==> config.mk <==
export PLATFORM = sky130hd
export DESIGN_NAME = hermes_packet_injector_flat
export DESIGN_NICKNAME = d
export VERILOG_FILES = /design/src/rtl/hermes_packet_injector_pkg.sv /design/src/rtl/hermes_packet_injector_if.sv /design/src/rtl/hermes_packet_injector_ringbuffer.sv /design/src/rtl/hermes_packet_injector.sv /design/src/flat_wrapper.sv
export SDC_FILE = /design/constraint.sdc
export NUM_CORES = 1
export LEC_CHECK = 0
export BUFFER_PORTS_ARGS = -buffer_cell sky130_fd_sc_hd__clkbuf_2
export CAP_MARGIN = 20
export CORE_ASPECT_RATIO = 0.6
export CORE_MARGIN = 1.5
export CORE_UTILIZATION = 59
export CTS_BUF_LIST = sky130_fd_sc_hd__clkbuf_8
export DETAILED_ROUTE_END_ITERATION = 8
export PLACE_DENSITY = 0.89
export SLEW_MARGIN = 20
export SYNTH_ARGS = -nofsm -noshare
export SYNTH_HDL_FRONTEND = slang
export SYNTH_SLANG_ARGS = --single-unit
==> constraint.sdc <==
create_clock -name clk_i -period 2.54 [get_ports clk_i]
set_input_delay 0.127 -clock clk_i [delete_from_list [all_inputs] [get_ports clk_i]]
set_output_delay 0.127 -clock clk_i [all_outputs]
set_load 0.03 [all_outputs]
==> src/rtl/hermes_packet_injector_pkg.sv <==
// Shared types for the Hermes packet injector: FSM state encoding and bus constants.
package hermes_packet_injector_pkg;

  typedef enum logic [2:0] {
    IDLE,
    SEG1,
    SEG2,
    DRAIN,
    DONE
  } injector_state_t;

  localparam logic [31:0] WORD_BYTES = 32'd4;

endpackage

==> src/rtl/hermes_packet_injector_if.sv <==
// Memory read port and Hermes local-port signals of the packet injector.
interface hermes_packet_injector_if #(
  parameter int unsigned HERMES_FLIT_SIZE = 32
);
  logic                        mem_en;
  logic [31:0]                 mem_addr;
  logic [31:0]                 mem_data;
  logic                        noc_tx;
  logic                        noc_eop;
  logic                        noc_credit;
  logic [HERMES_FLIT_SIZE-1:0] noc_data;

  modport master (
    output mem_en, mem_addr, noc_tx, noc_eop, noc_data,
    input  mem_data, noc_credit
  );

  modport slave (
    input  mem_en, mem_addr, noc_tx, noc_eop, noc_data,
    output mem_data, noc_credit
  );
endinterface

==> src/rtl/hermes_packet_injector_ringbuffer.sv <==
// Circular FIFO with valid/ack handshakes on both sides; depth must be a power of two.
module RingBuffer #(
  parameter int unsigned DATA_SIZE   = 33,
  parameter int unsigned BUFFER_SIZE = 4
) (
  input  logic                 clk_i,
  input  logic                 rst_ni,
  input  logic                 rx_i,
  output logic                 rx_ack_o,
  input  logic [DATA_SIZE-1:0] data_i,
  output logic                 tx_o,
  input  logic                 tx_ack_i,
  output logic [DATA_SIZE-1:0] data_o
);
  localparam int unsigned PW = (BUFFER_SIZE > 1) ? $clog2(BUFFER_SIZE) : 1;
  localparam int unsigned CW = $clog2(BUFFER_SIZE + 1);

  logic [DATA_SIZE-1:0] buf_q [BUFFER_SIZE];
  logic [PW-1:0]        head_q, head_d;
  logic [PW-1:0]        tail_q, tail_d;
  logic [CW-1:0]        count_q, count_d;
  logic                 push, pop;

  assign tx_o     = (count_q != '0);
  assign rx_ack_o = (count_q != CW'(BUFFER_SIZE));
  assign push     = rx_i && rx_ack_o;
  assign pop      = tx_ack_i && tx_o;
  assign data_o   = buf_q[head_q];

  always_comb begin
    head_d  = head_q;
    tail_d  = tail_q;
    count_d = count_q;
    if (push) tail_d = tail_q + PW'(1);
    if (pop)  head_d = head_q + PW'(1);
    if (push && !pop)      count_d = count_q + CW'(1);
    else if (!push && pop) count_d = count_q - CW'(1);
  end

  always_ff @(posedge clk_i or negedge rst_ni) begin
    if (!rst_ni) begin
      head_q  <= '0;
      tail_q  <= '0;
      count_q <= '0;
      for (int unsigned i = 0; i < BUFFER_SIZE; i++) buf_q[i] <= '0;
    end else begin
      head_q  <= head_d;
      tail_q  <= tail_d;
      count_q <= count_d;
      if (push) buf_q[tail_q] <= data_i;
    end
  end

endmodule

==> src/rtl/hermes_packet_injector.sv <==
// Reads a header segment then a payload segment from memory and streams them as
// Hermes flits under credit flow control, tagging the final flit with EOP.
module hermes_packet_injector
  import hermes_packet_injector_pkg::*;
#(
  parameter int unsigned HERMES_FLIT_SIZE = 32,
  parameter int unsigned FIFO_DEPTH       = 4
) (
  input  logic                     clk_i,
  input  logic                     rst_ni,
  input  logic                     start_i,
  input  logic [31:0]              size_i,
  input  logic [31:0]              address_i,
  input  logic [31:0]              size_2_i,
  input  logic [31:0]              address_2_i,
  output logic                     busy_o,
  output logic                     done_o,
  hermes_packet_injector_if.master bus
);
  localparam int unsigned CW = $clog2(FIFO_DEPTH + 1);

  injector_state_t state_q, state_d;
  logic [31:0]     addr1_q, addr1_d, rem1_q, rem1_d;
  logic [31:0]     addr2_q, addr2_d, rem2_q, rem2_d;
  logic            inflight_q, inflight_d;
  logic            inflight_eop_q, inflight_eop_d;
  logic [CW-1:0]   fifo_count_q, fifo_count_d;

  logic                      issue, last_read, credit_space;
  logic                      push, pop, fifo_tx, fifo_rx_ack;
  logic [31:0]               rd_addr;
  logic [HERMES_FLIT_SIZE:0] fifo_wdata, fifo_rdata;

  // Occupancy plus the one possible in-flight read bounds what can land in the FIFO.
  assign credit_space = (32'(fifo_count_q) + 32'(inflight_q)) < FIFO_DEPTH;

  always_comb begin
    state_d        = state_q;
    addr1_d        = addr1_q;
    rem1_d         = rem1_q;
    addr2_d        = addr2_q;
    rem2_d         = rem2_q;
    issue          = 1'b0;
    last_read      = 1'b0;
    rd_addr        = '0;
    unique case (state_q)
      IDLE: begin
        if (start_i) begin
          addr1_d = address_i;
          rem1_d  = size_i;
          addr2_d = address_2_i;
          rem2_d  = size_2_i;
          // An empty packet passes through DRAIN so done lands two cycles after start.
          if (size_i != '0)        state_d = SEG1;
          else if (size_2_i != '0) state_d = SEG2;
          else                     state_d = DRAIN;
        end
      end
      SEG1: begin
        if (credit_space) begin
          issue     = 1'b1;
          rd_addr   = addr1_q;
          addr1_d   = addr1_q + WORD_BYTES;
          rem1_d    = rem1_q - 32'd1;
          last_read = (rem1_q == 32'd1) && (rem2_q == '0);
          if (rem1_q == 32'd1) state_d = (rem2_q != '0) ? SEG2 : DRAIN;
        end
      end
      SEG2: begin
        if (credit_space) begin
          issue     = 1'b1;
          rd_addr   = addr2_q;
          addr2_d   = addr2_q + WORD_BYTES;
          rem2_d    = rem2_q - 32'd1;
          last_read = (rem2_q == 32'd1);
          if (rem2_q == 32'd1) state_d = DRAIN;
        end
      end
      DRAIN: begin
        if (!fifo_tx && !inflight_q) state_d = DONE;
      end
      DONE: begin
        state_d = IDLE;
      end
      default: state_d = IDLE;
    endcase
  end

  always_comb begin
    inflight_d     = issue;
    inflight_eop_d = last_read;
    fifo_count_d   = fifo_count_q;
    if (push && !pop)      fifo_count_d = fifo_count_q + CW'(1);
    else if (!push && pop) fifo_count_d = fifo_count_q - CW'(1);
  end

  always_ff @(posedge clk_i or negedge rst_ni) begin
    if (!rst_ni) begin
      state_q        <= IDLE;
      addr1_q        <= '0;
      rem1_q         <= '0;
      addr2_q        <= '0;
      rem2_q         <= '0;
      inflight_q     <= 1'b0;
      inflight_eop_q <= 1'b0;
      fifo_count_q   <= '0;
    end else begin
      state_q        <= state_d;
      addr1_q        <= addr1_d;
      rem1_q         <= rem1_d;
      addr2_q        <= addr2_d;
      rem2_q         <= rem2_d;
      inflight_q     <= inflight_d;
      inflight_eop_q <= inflight_eop_d;
      fifo_count_q   <= fifo_count_d;
    end
  end

  assign push       = inflight_q;
  assign pop        = fifo_tx && bus.noc_credit;
  assign fifo_wdata = {inflight_eop_q, bus.mem_data[HERMES_FLIT_SIZE-1:0]};

  RingBuffer #(
    .DATA_SIZE  (HERMES_FLIT_SIZE + 1),
    .BUFFER_SIZE(FIFO_DEPTH)
  ) u_fifo (
    .clk_i   (clk_i),
    .rst_ni  (rst_ni),
    .rx_i    (push),
    .rx_ack_o(fifo_rx_ack),
    .data_i  (fifo_wdata),
    .tx_o    (fifo_tx),
    .tx_ack_i(bus.noc_credit),
    .data_o  (fifo_rdata)
  );

  assign bus.mem_en   = issue;
  assign bus.mem_addr = rd_addr;
  assign bus.noc_tx   = fifo_tx;
  assign bus.noc_eop  = fifo_rdata[HERMES_FLIT_SIZE];
  assign bus.noc_data = fifo_rdata[HERMES_FLIT_SIZE-1:0];
  assign busy_o       = (state_q != IDLE);
  assign done_o       = (state_q == DONE);

  a_no_overflow: assert property (@(posedge clk_i) disable iff (!rst_ni) push |-> fifo_rx_ack);
  a_data_known:  assert property (@(posedge clk_i) disable iff (!rst_ni) push |-> !$isunknown(bus.mem_data));

endmodule

==> src/flat_wrapper.sv <==
// flat-port wrapper written by rule: the top's interface ports become plain ports
module hermes_packet_injector_flat import hermes_packet_injector_pkg::*;
#(
  parameter int unsigned HERMES_FLIT_SIZE = 32,
  parameter int unsigned FIFO_DEPTH       = 4
)
  (clk_i, rst_ni, start_i, size_i, address_i, size_2_i, address_2_i, busy_o, done_o, bus_mem_en, bus_mem_addr, bus_noc_tx, bus_noc_eop, bus_noc_data, bus_mem_data, bus_noc_credit);
  hermes_packet_injector_if #(.HERMES_FLIT_SIZE(HERMES_FLIT_SIZE)) bus_i ();
  input  logic clk_i;
  input  logic rst_ni;
  input  logic start_i;
  input  logic [31:0] size_i;
  input  logic [31:0] address_i;
  input  logic [31:0] size_2_i;
  input  logic [31:0] address_2_i;
  output logic busy_o;
  output logic done_o;
  output wire logic [$bits(bus_i.mem_en)-1:0] bus_mem_en;
  output wire logic [$bits(bus_i.mem_addr)-1:0] bus_mem_addr;
  output wire logic [$bits(bus_i.noc_tx)-1:0] bus_noc_tx;
  output wire logic [$bits(bus_i.noc_eop)-1:0] bus_noc_eop;
  output wire logic [$bits(bus_i.noc_data)-1:0] bus_noc_data;
  input wire logic [$bits(bus_i.mem_data)-1:0] bus_mem_data;
  input wire logic [$bits(bus_i.noc_credit)-1:0] bus_noc_credit;
  assign bus_mem_en = bus_i.mem_en;
  assign bus_mem_addr = bus_i.mem_addr;
  assign bus_noc_tx = bus_i.noc_tx;
  assign bus_noc_eop = bus_i.noc_eop;
  assign bus_noc_data = bus_i.noc_data;
  assign bus_i.mem_data = bus_mem_data;
  assign bus_i.noc_credit = bus_noc_credit;
  hermes_packet_injector #(.HERMES_FLIT_SIZE(HERMES_FLIT_SIZE), .FIFO_DEPTH(FIFO_DEPTH)) u_core (.clk_i(clk_i), .rst_ni(rst_ni), .start_i(start_i), .size_i(size_i), .address_i(address_i), .size_2_i(size_2_i), .address_2_i(address_2_i), .busy_o(busy_o), .done_o(done_o), .bus(bus_i));
endmodule
==> metrics.sh <==
STATUS='finished, violations left'
VIOLATIONS='DRC'
PLACE_CONGESTION=1.00
DETAIL_ROUTE.DRC_VIOLATIONS=8
HOLDWS_NS=0.0251
FINAL_ANTENNA_NET_COUNT=0
GRT-OVFL-TOTAL=0
MIN_DELAY_WORST_ENDPOINT='u_core.rem1_q[20]'
ANTENNA_VIOLATIONS_BEFORE_REPAIR=1
CRITICAL_PATH.ENDPOINT_TYPE='flip-flop'
FINALCLOCKSKEW_NS=0.0312
TOTAL_LEAKAGE_POWER_nW=8.21
VDD.IR_DROP.WORST_V=0.000896
POST-PLACE-CELLS=2001
CTS_BUFFER_DEPTH=3
YS_TYPES=70
DIE_W_UM=209
DIE_HEIGHT_UM=127
SEQ_AREA_FRAC_SYNTH=0.459
FIRST_GLOBAL_VIAS=15000
DP.FINAL_HPWL_MM=32.2
CTS_BUFFERS=42
GRT_UTIL_ALL_LAYERS=0.393
INITIAL_UTILIZATION=0.611
REG2REGPATHDEPTH=6
FMAX_MHz=398
MAX_CAP_VIOL_COUNT=0
PIN_COUNT=233
GRT_FIRST_PASS_WIRELENGTH_MM=82.1
SYNTHESIS.YOSYS.WARNINGS=0
CRITPATHARRIVALTIME_NS=2.95
ROOT_BUFFER_MASTER='clkbuf_8'
TIMING.HOLD.WORST_PATH_DEPTH=4
INITIALDRTVIOLATIONCOUNT=2246
CLOCK-SINKS=275
FINAL_NETS=2062
HTREEDEPTH=2
FINAL_PERIOD_MINUS_WORST_SETUP_SLACK_NS=2.51
MOST_FREQUENT_CELLS_AFTER_SYNTHESIS='275 x dfrtp_1, 137 x a21oi_1, 135 x mux2_2'
POST-ROUTE-PERIOD-UTIL=0.990
DETAIL_ROUTE.VIAS_PER_CELL=6.83
UNREPAIRED_SETUP_ENDPOINTS_AFTER_GLOBAL_ROUTING='true'
GRT_START_MAX_NET_PINS=80
TRITONCTS='done'
TIMING.HOLD.WORST.CLASS='input pin to flip-flop'
WORST_SETUP_HOLD_PATH_CLK_SLEW_NS=0.07
DIE_AREA_MM2=0.0264
WORST-SLEW-PIN-TRANSITION_NS=1.03
FIRSTDRTPASSITERS=9
AVGSYNTHCELLAREA_UM2=10.1
SYNTHCELLS=1479
NUM_VIAS=15200
CRITICAL_PATH.STARTPOINT_TYPE='flip-flop'
ASYNC_FLOP_SHARE=1.00
SYNTH_ENABLE_FLOP_CELLS=0
FLOORPLAN.ROWS=44
MAPPEDNETLISTAREA_MM2=0.0150
WIRE_PER_INST_UM=23.4
REG2REG_START='u_core.rem1_q[6]'
TIMING_MAX_TRANSITION_VIOLATIONS_FINAL=0
CLK_LATENCY_NS=0.59
R2R_SETUP_SLACK_NS=0.03
WORST-SETUP-PATH-TYPE='flip-flop to flip-flop'
CRITICAL_PATH_PEAK_FANOUT=10
SYNTH_AREA_LEADERS='dfrtp_1 46%, mux2_2 10%, mux4_2 5.0%'
P_PER_AREA_mW_PER_MM2=1250
MIN_FROM='size_i[20]'
TIMING.RR.END='u_core.inflight_eop_q'
INSTANCES_NO_FILL=2232
YOSYS_REGISTER_BITS=275
SYNTH.NET_COUNT=1657
REPORT.FINAL.SETUP_VIOL=0
CORE-AREA_MM2=0.0246
SLEW-LIMIT-HEADROOM=0.309
SHARE_OF_FINAL_LAYOUT_STANDARD_CELLS_STRONGER_THAN_DRIVE_STRENGTH_1=0.302
PORT-BUFFER-COUNT=232
DETAIL_ROUTE.WIRELENGTH_MM=52.3
COUNT_OF_FILL_CELLS_ADDED_DURING_FILLER_INSERTION=1504
SYNTH_TOP_AREA_FRAC=0.459
FINALHOLDVIOLCOUNT=0
SYNTHFLOPTYPE='dfrtp_1'
AREA_GROWTH_PCT=29.0
SYNTH.MOST_COMMON_CELL='dfrtp_1'
REQUIRED_NS=2.98
SYNTH.LARGEST_AREA_CELL='dfrtp_1'
-- worst max-delay path by stage --
stage / start / endpoint / slack [ns] / cells after the start
2_1_floorplan: u_core.state_q[0] / u_core.inflight_q / 0.12 / 6
3_3_place_gp: u_core.rem2_q[26] / u_core.state_q[0] / 0.21 / 5
3_5_place_dp: u_core.rem2_q[26] / u_core.state_q[0] / 0.10 / 5
4_1_cts: u_core.state_q[2] / bus_mem_addr[16] / 0.03 / 5
5_1_grt: u_core.rem1_q[10] / u_core.inflight_eop_q / -0.07 / 6
6_report: u_core.rem1_q[6] / u_core.inflight_eop_q / 0.03 / 6
-- area by class of cell --
class,count,area [um^2],area share
Multi-Input combinational cell,1080,7760,0.401
Sequential cell,275,6890,0.356
Timing Repair Buffer,466,3460,0.179
Clock buffer,48,661,0.0341
Tap cell,322,403,0.0208
Clock inverter,20,104,0.00537
Inverter,19,71.3,0.00369
Antenna cell,2,5.00,0.000259
-- through the flow --
stage          area (um^2)  setup WS, ns  TNS, ns   util  total power [mW]
6_report             19300        0.0256        0  0.788              24.2
3_5_place_dp         16900         0.104        0  0.689              19.7
5_1_grt              19300       -0.0704   -0.127  0.788              25.3
4_1_cts              19300        0.0318        0  0.786              23.6
2_1_floorplan        15000         0.120        0      -              16.1
3_3_place_gp         16900         0.214        0  0.689              19.0
-- sequential cells by signal, indices dropped and copies added, names as in the netlist --
register,flops
u_core.addr1_q,32
u_core.addr2_q,32
u_core.fifo_count_q,3
u_core.inflight_eop_q,1
u_core.inflight_q,1
u_core.rem1_q,32
u_core.rem2_q,32
u_core.state_q,3
u_core.u_fifo.buf_q,132
u_core.u_fifo.count_q,3
u_core.u_fifo.head_q,2
u_core.u_fifo.tail_q,2
-- worst max-delay path, cell delays in order, from the launching register on --
cell,delay (ns)
dfrtp_1,0.47
nor3_1,0.44
nand2_2,0.24
nor4_1,0.44
buf_4,0.22
nand3_1,0.10
a211oi_1,0.44
-- kinds of logic after synthesis --
| logic type | count (synthesis) | synth area share |
|---|---|---|
| compound gates | 427 | 0.184 |
| flops | 275 | 0.459 |
| buf+inv | 124 | 0.0311 |
| mux | 172 | 0.154 |
| simple gates | 458 | 0.155 |
| fa+ha+maj | 14 | 0.0127 |
| xor+xnor | 9 | 0.00525 |
-- cells in the final DEF (no fill, tap or decap), drive strengths merged, types with 7 or more instances in the layout --
| cell type | netlist | layout |
|---|---|---|
| dlygate4sd3 | 0 | 154 |
| a22oi | 13 | 13 |
| nor3 | 38 | 38 |
| nand4 | 34 | 34 |
| nand3 | 53 | 53 |
| or4 | 13 | 13 |
| nand2 | 112 | 112 |
| o21ai | 79 | 79 |
| dfrtp | 275 | 275 |
| o22a | 28 | 28 |
| and3 | 15 | 15 |
| nor4 | 43 | 43 |
| a2bb2oi | 16 | 16 |
| mux2 | 135 | 135 |
| buf | 19 | 82 |
| inv | 19 | 32 |
| o22ai | 29 | 29 |
| o211ai | 7 | 7 |
| o21a | 8 | 8 |
| a22o | 30 | 30 |
| mux4 | 33 | 33 |
| or3 | 12 | 12 |
| a21oi | 137 | 137 |
| clkbuf | 86 | 277 |
| clkinv | 0 | 7 |
| a31oi | 24 | 24 |
| nor2 | 105 | 105 |
| ha | 12 | 12 |
-- power by group --
group,leakage (nW),internal (mW),total [mW],switching (mW)
registers,3.18,6.54,8.73,2.19
logic,4.58,5.03,11.9,6.85
clock network,0.442,1.74,3.62,1.88
-- routing by layer --
layer	share of wire	up-vias	wire length [um]	global-route usage
met2	0.45	1161	23700	0.617
met4	0.050	0	2620	0.176
met5	0	-	0	0
li1	-	6453	-	-
met3	0.11	290	5650	0.0904
met1	0.39	7342	20300	0.527
-- repair_timing --
item / 4_1_cts / 5_1_grt
hold buffers: 154 / 0
hold endpoints to repair: 325 / 0
gates cloned: 1 / 0
pin swaps: 1 / 0
setup endpoints to repair: 33 / 24
buffers inserted: 3 / 3
resized for setup: 10 / 8
(Power assumes the default switching activity.)
